[src/rtl/fft_out_pingpong_ctrl.sv]
// Ping-pong controller between the cbfp2 writer and the bit-reversed FFT output reader.
// The writer fills one bank a block at a time while the reader drains the other bank
// in bit-reversed sample order.
module fft_out_pingpong_ctrl #(
  parameter int unsigned BLK_PER_FRAME  = 16,
  parameter int unsigned SAMP_PER_FRAME = 512
) (
  input  logic       clk,
  input  logic       rstn,
  input  logic       cbfp2_pop,
  output logic       wr_bank,
  output logic [3:0] wr_blk,
  output logic [1:0] bank_full,
  output logic [9:0] rd_addr,
  output logic       out_valid,
  input  logic       out_ready,
  output logic       frame_done,
  output logic       ovf_err
);

  localparam int unsigned CntW = $clog2(SAMP_PER_FRAME);
  localparam logic [3:0] LastBlk = 4'(BLK_PER_FRAME - 1);
  localparam logic [CntW-1:0] LastCnt = CntW'(SAMP_PER_FRAME - 1);

  typedef enum logic {StIdle, StRead} state_e;

  state_e          state_q, state_d;
  logic            wr_bank_q, wr_bank_d;
  logic [3:0]      wr_blk_q, wr_blk_d;
  logic [1:0]      bank_full_q, bank_full_d;
  logic            ovf_err_q, ovf_err_d;
  logic            rd_bank_q, rd_bank_d;
  logic [CntW-1:0] rd_cnt_q, rd_cnt_d;
  logic            frame_done_q, frame_done_d;
  logic [CntW-1:0] rd_cnt_rev;
  logic            wr_set;
  logic            rd_clr;

  // Write side: count blocks into the current bank, flag pops that hit a full bank.
  always_comb begin
    wr_bank_d = wr_bank_q;
    wr_blk_d  = wr_blk_q;
    ovf_err_d = ovf_err_q;
    wr_set    = 1'b0;
    if (cbfp2_pop) begin
      if (bank_full_q[wr_bank_q]) begin
        ovf_err_d = 1'b1;
      end else if (wr_blk_q == LastBlk) begin
        wr_set    = 1'b1;
        wr_blk_d  = '0;
        wr_bank_d = ~wr_bank_q;
      end else begin
        wr_blk_d = wr_blk_q + 4'd1;
      end
    end
  end

  // Read FSM: wait for the read bank to fill, then stream one address per handshake.
  always_comb begin
    state_d      = state_q;
    rd_cnt_d     = rd_cnt_q;
    rd_bank_d    = rd_bank_q;
    frame_done_d = 1'b0;
    rd_clr       = 1'b0;
    out_valid    = 1'b0;
    unique case (state_q)
      StIdle: begin
        if (bank_full_q[rd_bank_q]) begin
          state_d  = StRead;
          rd_cnt_d = '0;
        end
      end
      StRead: begin
        out_valid = 1'b1;
        if (out_ready) begin
          if (rd_cnt_q == LastCnt) begin
            rd_clr       = 1'b1;
            rd_bank_d    = ~rd_bank_q;
            rd_cnt_d     = '0;
            frame_done_d = 1'b1;
            state_d      = StIdle;
          end else begin
            rd_cnt_d = rd_cnt_q + 1'b1;
          end
        end
      end
      default: state_d = StIdle;
    endcase
  end

  // Bank flags: set and clear always hit different banks, so both may apply in one edge.
  always_comb begin
    bank_full_d = bank_full_q;
    if (wr_set) bank_full_d[wr_bank_q] = 1'b1;
    if (rd_clr) bank_full_d[rd_bank_q] = 1'b0;
  end

  // Bit-reverse the sample counter to form the low address bits.
  always_comb begin
    rd_cnt_rev = '0;
    for (int i = 0; i < int'(CntW); i++) begin
      rd_cnt_rev[i] = rd_cnt_q[CntW-1-i];
    end
  end

  assign rd_addr    = {rd_bank_q, rd_cnt_rev};
  assign wr_bank    = wr_bank_q;
  assign wr_blk     = wr_blk_q;
  assign bank_full  = bank_full_q;
  assign frame_done = frame_done_q;
  assign ovf_err    = ovf_err_q;

  // State registers; reset drops every held or partial frame.
  always_ff @(posedge clk or negedge rstn) begin
    if (!rstn) begin
      state_q      <= StIdle;
      wr_bank_q    <= 1'b0;
      wr_blk_q     <= '0;
      bank_full_q  <= '0;
      ovf_err_q    <= 1'b0;
      rd_bank_q    <= 1'b0;
      rd_cnt_q     <= '0;
      frame_done_q <= 1'b0;
    end else begin
      state_q      <= state_d;
      wr_bank_q    <= wr_bank_d;
      wr_blk_q     <= wr_blk_d;
      bank_full_q  <= bank_full_d;
      ovf_err_q    <= ovf_err_d;
      rd_bank_q    <= rd_bank_d;
      rd_cnt_q     <= rd_cnt_d;
      frame_done_q <= frame_done_d;
    end
  end

  // A write-side set and read-side clear must never target the same bank.
  assert property (@(posedge clk) disable iff (!rstn)
                   !(wr_set && rd_clr && (wr_bank_q == rd_bank_q)));

endmodule

[config.mk]
export PLATFORM = sky130hd
export DESIGN_NAME = fft_out_pingpong_ctrl
export DESIGN_NICKNAME = d
export VERILOG_FILES = /design/src/rtl/fft_out_pingpong_ctrl.sv
export SDC_FILE = /design/constraint.sdc
export NUM_CORES = 1
export LEC_CHECK = 0
export BUFFER_PORTS_ARGS = -buffer_cell sky130_fd_sc_hd__buf_2
export CAP_MARGIN = 20
export CORE_AREA = 2 2 46 48
export DETAILED_ROUTE_END_ITERATION = 7
export DIE_AREA = 0 0 48 50
export PLACE_DENSITY = 0.79
export SYNTH_ARGS = -nofsm -noshare
export SYNTH_HDL_FRONTEND = slang
export SYNTH_SLANG_ARGS = --single-unit
[constraint.sdc]
create_clock -name clk -period 3.24 [get_ports clk]
set_input_delay 0.324 -clock clk [delete_from_list [all_inputs] [get_ports clk]]
set_output_delay 0.324 -clock clk [all_outputs]
set_load 0.05 [all_outputs]
==> results.md <==
Run status:
- The run finished with clean final reports.

Synthesis:
- The mapped netlist covers 1016 µm².
- The number of storage elements in the synthesis netlist is 20.
- The number of enable-type register cells in the synthesized netlist is 0.
- When the netlist entered floorplanning its net count stood at 95.
- The unique cell type count in the Yosys netlist is 31.
- The commonest register cell after synthesis is dfrtp_1.
- The share of synthesized area occupied by flip-flops and latches is 49.26%.
- The synthesized area divided by synthesized cell count is 11.68 µm².
- Synthesis produced a netlist whose cell count is 87.
- Yosys printed 0 warnings.
- After synthesis, the share of flip-flops with an asynchronous set or reset is 100.0%.

Global route:
- The global-route wire length before repair is 3.208 mm.
- The number of global-route vias before repair is 744.
- The combined global-route utilization of all metal layers is 18.37%.
- The total global routing overflow is 0.
- The initial antenna violation count is 0.
- Entering global routing, the biggest net connects 21 pins.

Critical path:
- The worst setup path is of the flop to flop kind.
- The category of the worst setup path capture point is a flop.
- The number of cells on the worst reg-to-reg path is 7.
- Data on the critical path arrives at its endpoint at 2.11 ns.
- STA puts the critical path data required time at 3.43 ns.
- The worst setup path is launched from a flop.
- Of all nets on the critical path, the largest fanout is 8.

Clocking:
- The CTS tree is yes.
- The clock passes through at most 2 buffers.
- In this run the number of H-tree levels came out at 1.
- The buffers inserted during post-CTS setup optimization is 0.
- The worst-skew pair later-pin latency is 0.29 ns.
- Clock tree synthesis found a total of 20 sinks.
- Counting the buffers created by CTS gives 3.
- The root buffer selected by CTS is clkbuf_4.
- After clock tree synthesis, the repair step resized 0 gates.
- Clock-pin slew was measured on the worst setup and hold paths at 0.11 ns.

Die:
- 24 I/O pins were placed.
- The effective utilization at floorplan is 53.42%.
- The width of the die is 48 µm.
- The area of the die is 2400 µm².
- The region available for standard cell placement spans 1902 µm².
- The die is 50 µm tall.
- The floorplan has 16 rows.

Timing:
- The worst clock skew is 0.002064 ns.
- At the pin with the least slew margin, the transition time is 0.4422 ns.
- The max-slew violation count is 0.
- For the finished layout, the period the worst path requires is 1.920 ns.
- The final number of hold-violating endpoints is 0.
- Derived from the worst setup path, the maximum achievable clock frequency is 520.9 MHz.
- Setup repair after global routing left no endpoint under its margin.
- The number of failing setup endpoints in the final timing report is 0.
- The final cycle utilization of the critical path is 59.25%.
- The worst-case headroom to the max-slew limit is 70.52%.
- Hold is met by 0.3249 ns.
- The sum of negative setup slack is 0 ns.

Placed design:
- After legalization and detailed placement, the total HPWL measured 1.391 mm.
- The number of I/O port buffers is 23.
- At the end of routability-driven placement, the weighted congestion stood at 0.8218.

Job:
- Max-cap violations in this run came to 0.

Detailed routing:
- The count of TritonRoute iterations in the first routing pass is 4.
- The number of antenna-violating nets in the routed design is 0.
- The residual DRC count is 0.
- The routed wire length per instance is 13.39 µm.
- The sum of met2 wire segment lengths after detailed routing is 965 µm.
- For this block, wires on met1 add up to 812 µm.
- Summed over all layers, the routed wires come to 1.861 mm.
- The routed layout has 775 vias.
- For this block, the initial DRC count from the detailed router was 10.
- Routed signal wires occupy layers up through met4.
- Detailed routing placed a total of 69 µm of wire on met3.
- Using the TritonRoute via totals, the vias-per-cell ratio works out to 5.576.

Pwr:
- The register share of total power is 37.8%.
- Per report_power, the combinational group accounts for 49.3% of the total.
- The internal portion of the total power is 0.5529 mW.
- The static leakage is 0.6107 nW.
- The fraction of power spent switching nets is 49.76%.
- VDD sags by at most 0.6567 mV.
- The clock network accounts for 12.9% of the total power.
- The switching power of the nets is 0.5477 mW.
- The design draws 1.101 mW.
- The power per cell area is 928.9 nW/µm².

Hold path:
- The path class of the tightest hold or removal check is input pin to flop.
- The worst hold path was traced through 3 stages.

Final layout:
- The net total in the final layout is 121.
- The total inserted antenna cells is 0.
- Relative to the synthesized area, the layout overhead comes to 16.63%.
- The most frequent standard cell in the layout excluding fill and tap cells is buf_2.
- The post-route netlist has 29.46% of its cells at a drive strength greater than 1.
- The top cell types in the final layout, fill and taps aside, are 23 x buf_2, 20 x dfrtp_1, 7 x nand3_1.
[flip-flops by register name, summed over array words and instances, names as in the netlist]
| name | flops |
|---|---|
| rd_bank_q | 1 |
| frame_done | 1 |
| rd_cnt_q | 9 |
| wr_blk | 4 |
| bank_full | 2 |
| state_q | 1 |
| wr_bank | 1 |
| ovf_err | 1 |
[cells in the mapped netlist, types with 2 or more instances]
cell type  instances  share of area (%)
dfrtp_1           20                 49
mux2_4             2                3.0
xnor2_1            4                3.4
mux2_2             2                2.2
a211o_1            3                2.6
and3_1             3                1.8
inv_1              3                1.1
a22o_1             2                1.7
nand3_1            7                3.4
buf_4              2                1.5
o211a_1            3                3.0
a21oi_1            4                2.0
nor4_1             3                1.8
nor2_1             4                1.5
a31oi_1            3                1.8
ha_1               4                4.9
nand2_1            4                1.5
[power groups by stage]
stage / registers, mW / clock network [mW] / logic, mW
2_1_floorplan: 0.662 / 0 / 0.176
3_3_place_gp: 0.417 / 0 / 0.536
3_5_place_dp: 0.422 / 0 / 0.548
4_1_cts: 0.416 / 0.148 / 0.550
5_1_grt: 0.433 / 0.159 / 0.584
6_report: 0.416 / 0.142 / 0.543
[routing by layer]
layer | GRT usage, % | vias up
met5 | 0 | -
met1 | 22.79 | 380
met3 | 3.663 | 2
met2 | 30.22 | 17
met4 | 6.757 | 0
li1 | - | 376
[per-stage QoR]
stage / setup WS (ns) / std cells / utilization (%) / instance area [µm²]
final: 1.320 / 139 / 62.30 / 1185
after global routing: 1.168 / 139 / 62.30 / 1185
after CTS: 1.299 / 139 / 62.30 / 1185
after detailed placement: 1.331 / 134 / 59.87 / 1139
after global placement: 1.393 / 134 / 59.87 / 1139
after floorplan: 1.049 / 87 / - / 1016
[worst max-delay path, cell delays in order, from the launching register on]
cell and delay, ns:
dfrtp_1 0.44, ha_1 0.26, nand3_1 0.09, nor2_1 0.14, ha_1 0.20, and3b_1 0.27
o211a_1 0.16, a211o_1 0.26
[kinds of logic (layout without fill, tap and decap cells)]
| logic type | Yosys count | count (layout) | share of synthesized area (%) |
|---|---|---|---|
| AOI/OAI and AO/OA | 21 | 21 | 16.01 |
| xor gates and xnor gates | 4 | 4 | 3.448 |
| adders and majority gates | 4 | 4 | 4.926 |
| buffers and inverters | 6 | 31 | 3.694 |
| DFF | 20 | 20 | 49.26 |
| muxes | 7 | 7 | 9.729 |
| and+or+nand+nor | 25 | 25 | 12.93 |
[final timing paths]
| kind | start | to | slack, ns |
|---|---|---|---|
| max | rd_cnt_q[1] | rd_cnt_q[5] | 1.32 |
| min | cbfp2_pop | ovf_err | 0.32 |
| max reg2reg | rd_cnt_q[1] | rd_cnt_q[5] | 1.32 |
| min reg2reg | ovf_err | ovf_err | 0.50 |
| max in group asynchronous | rstn | rd_cnt_q[6] | 2.44 |
| min in group asynchronous | rstn | frame_done | 0.49 |
[cell type report]
type | count | area [µm²]
Tap cell | 27 | 33.78
Sequential cell | 20 | 500.5
Multi-Input combinational cell | 61 | 478.0
Timing Repair Buffer | 24 | 125.1
Clock buffer | 4 | 36.28
Fill cell | 169 | 716.9
Inverter | 3 | 11.26
[repair_timing]
action | in CTS | in global routing
hold buffers | 1 | 0
endpoints found under the setup margin | 0 | 0
hold endpoints to repair | 20 | 0
No activity file was read; power rests on OpenSTA's default activity.
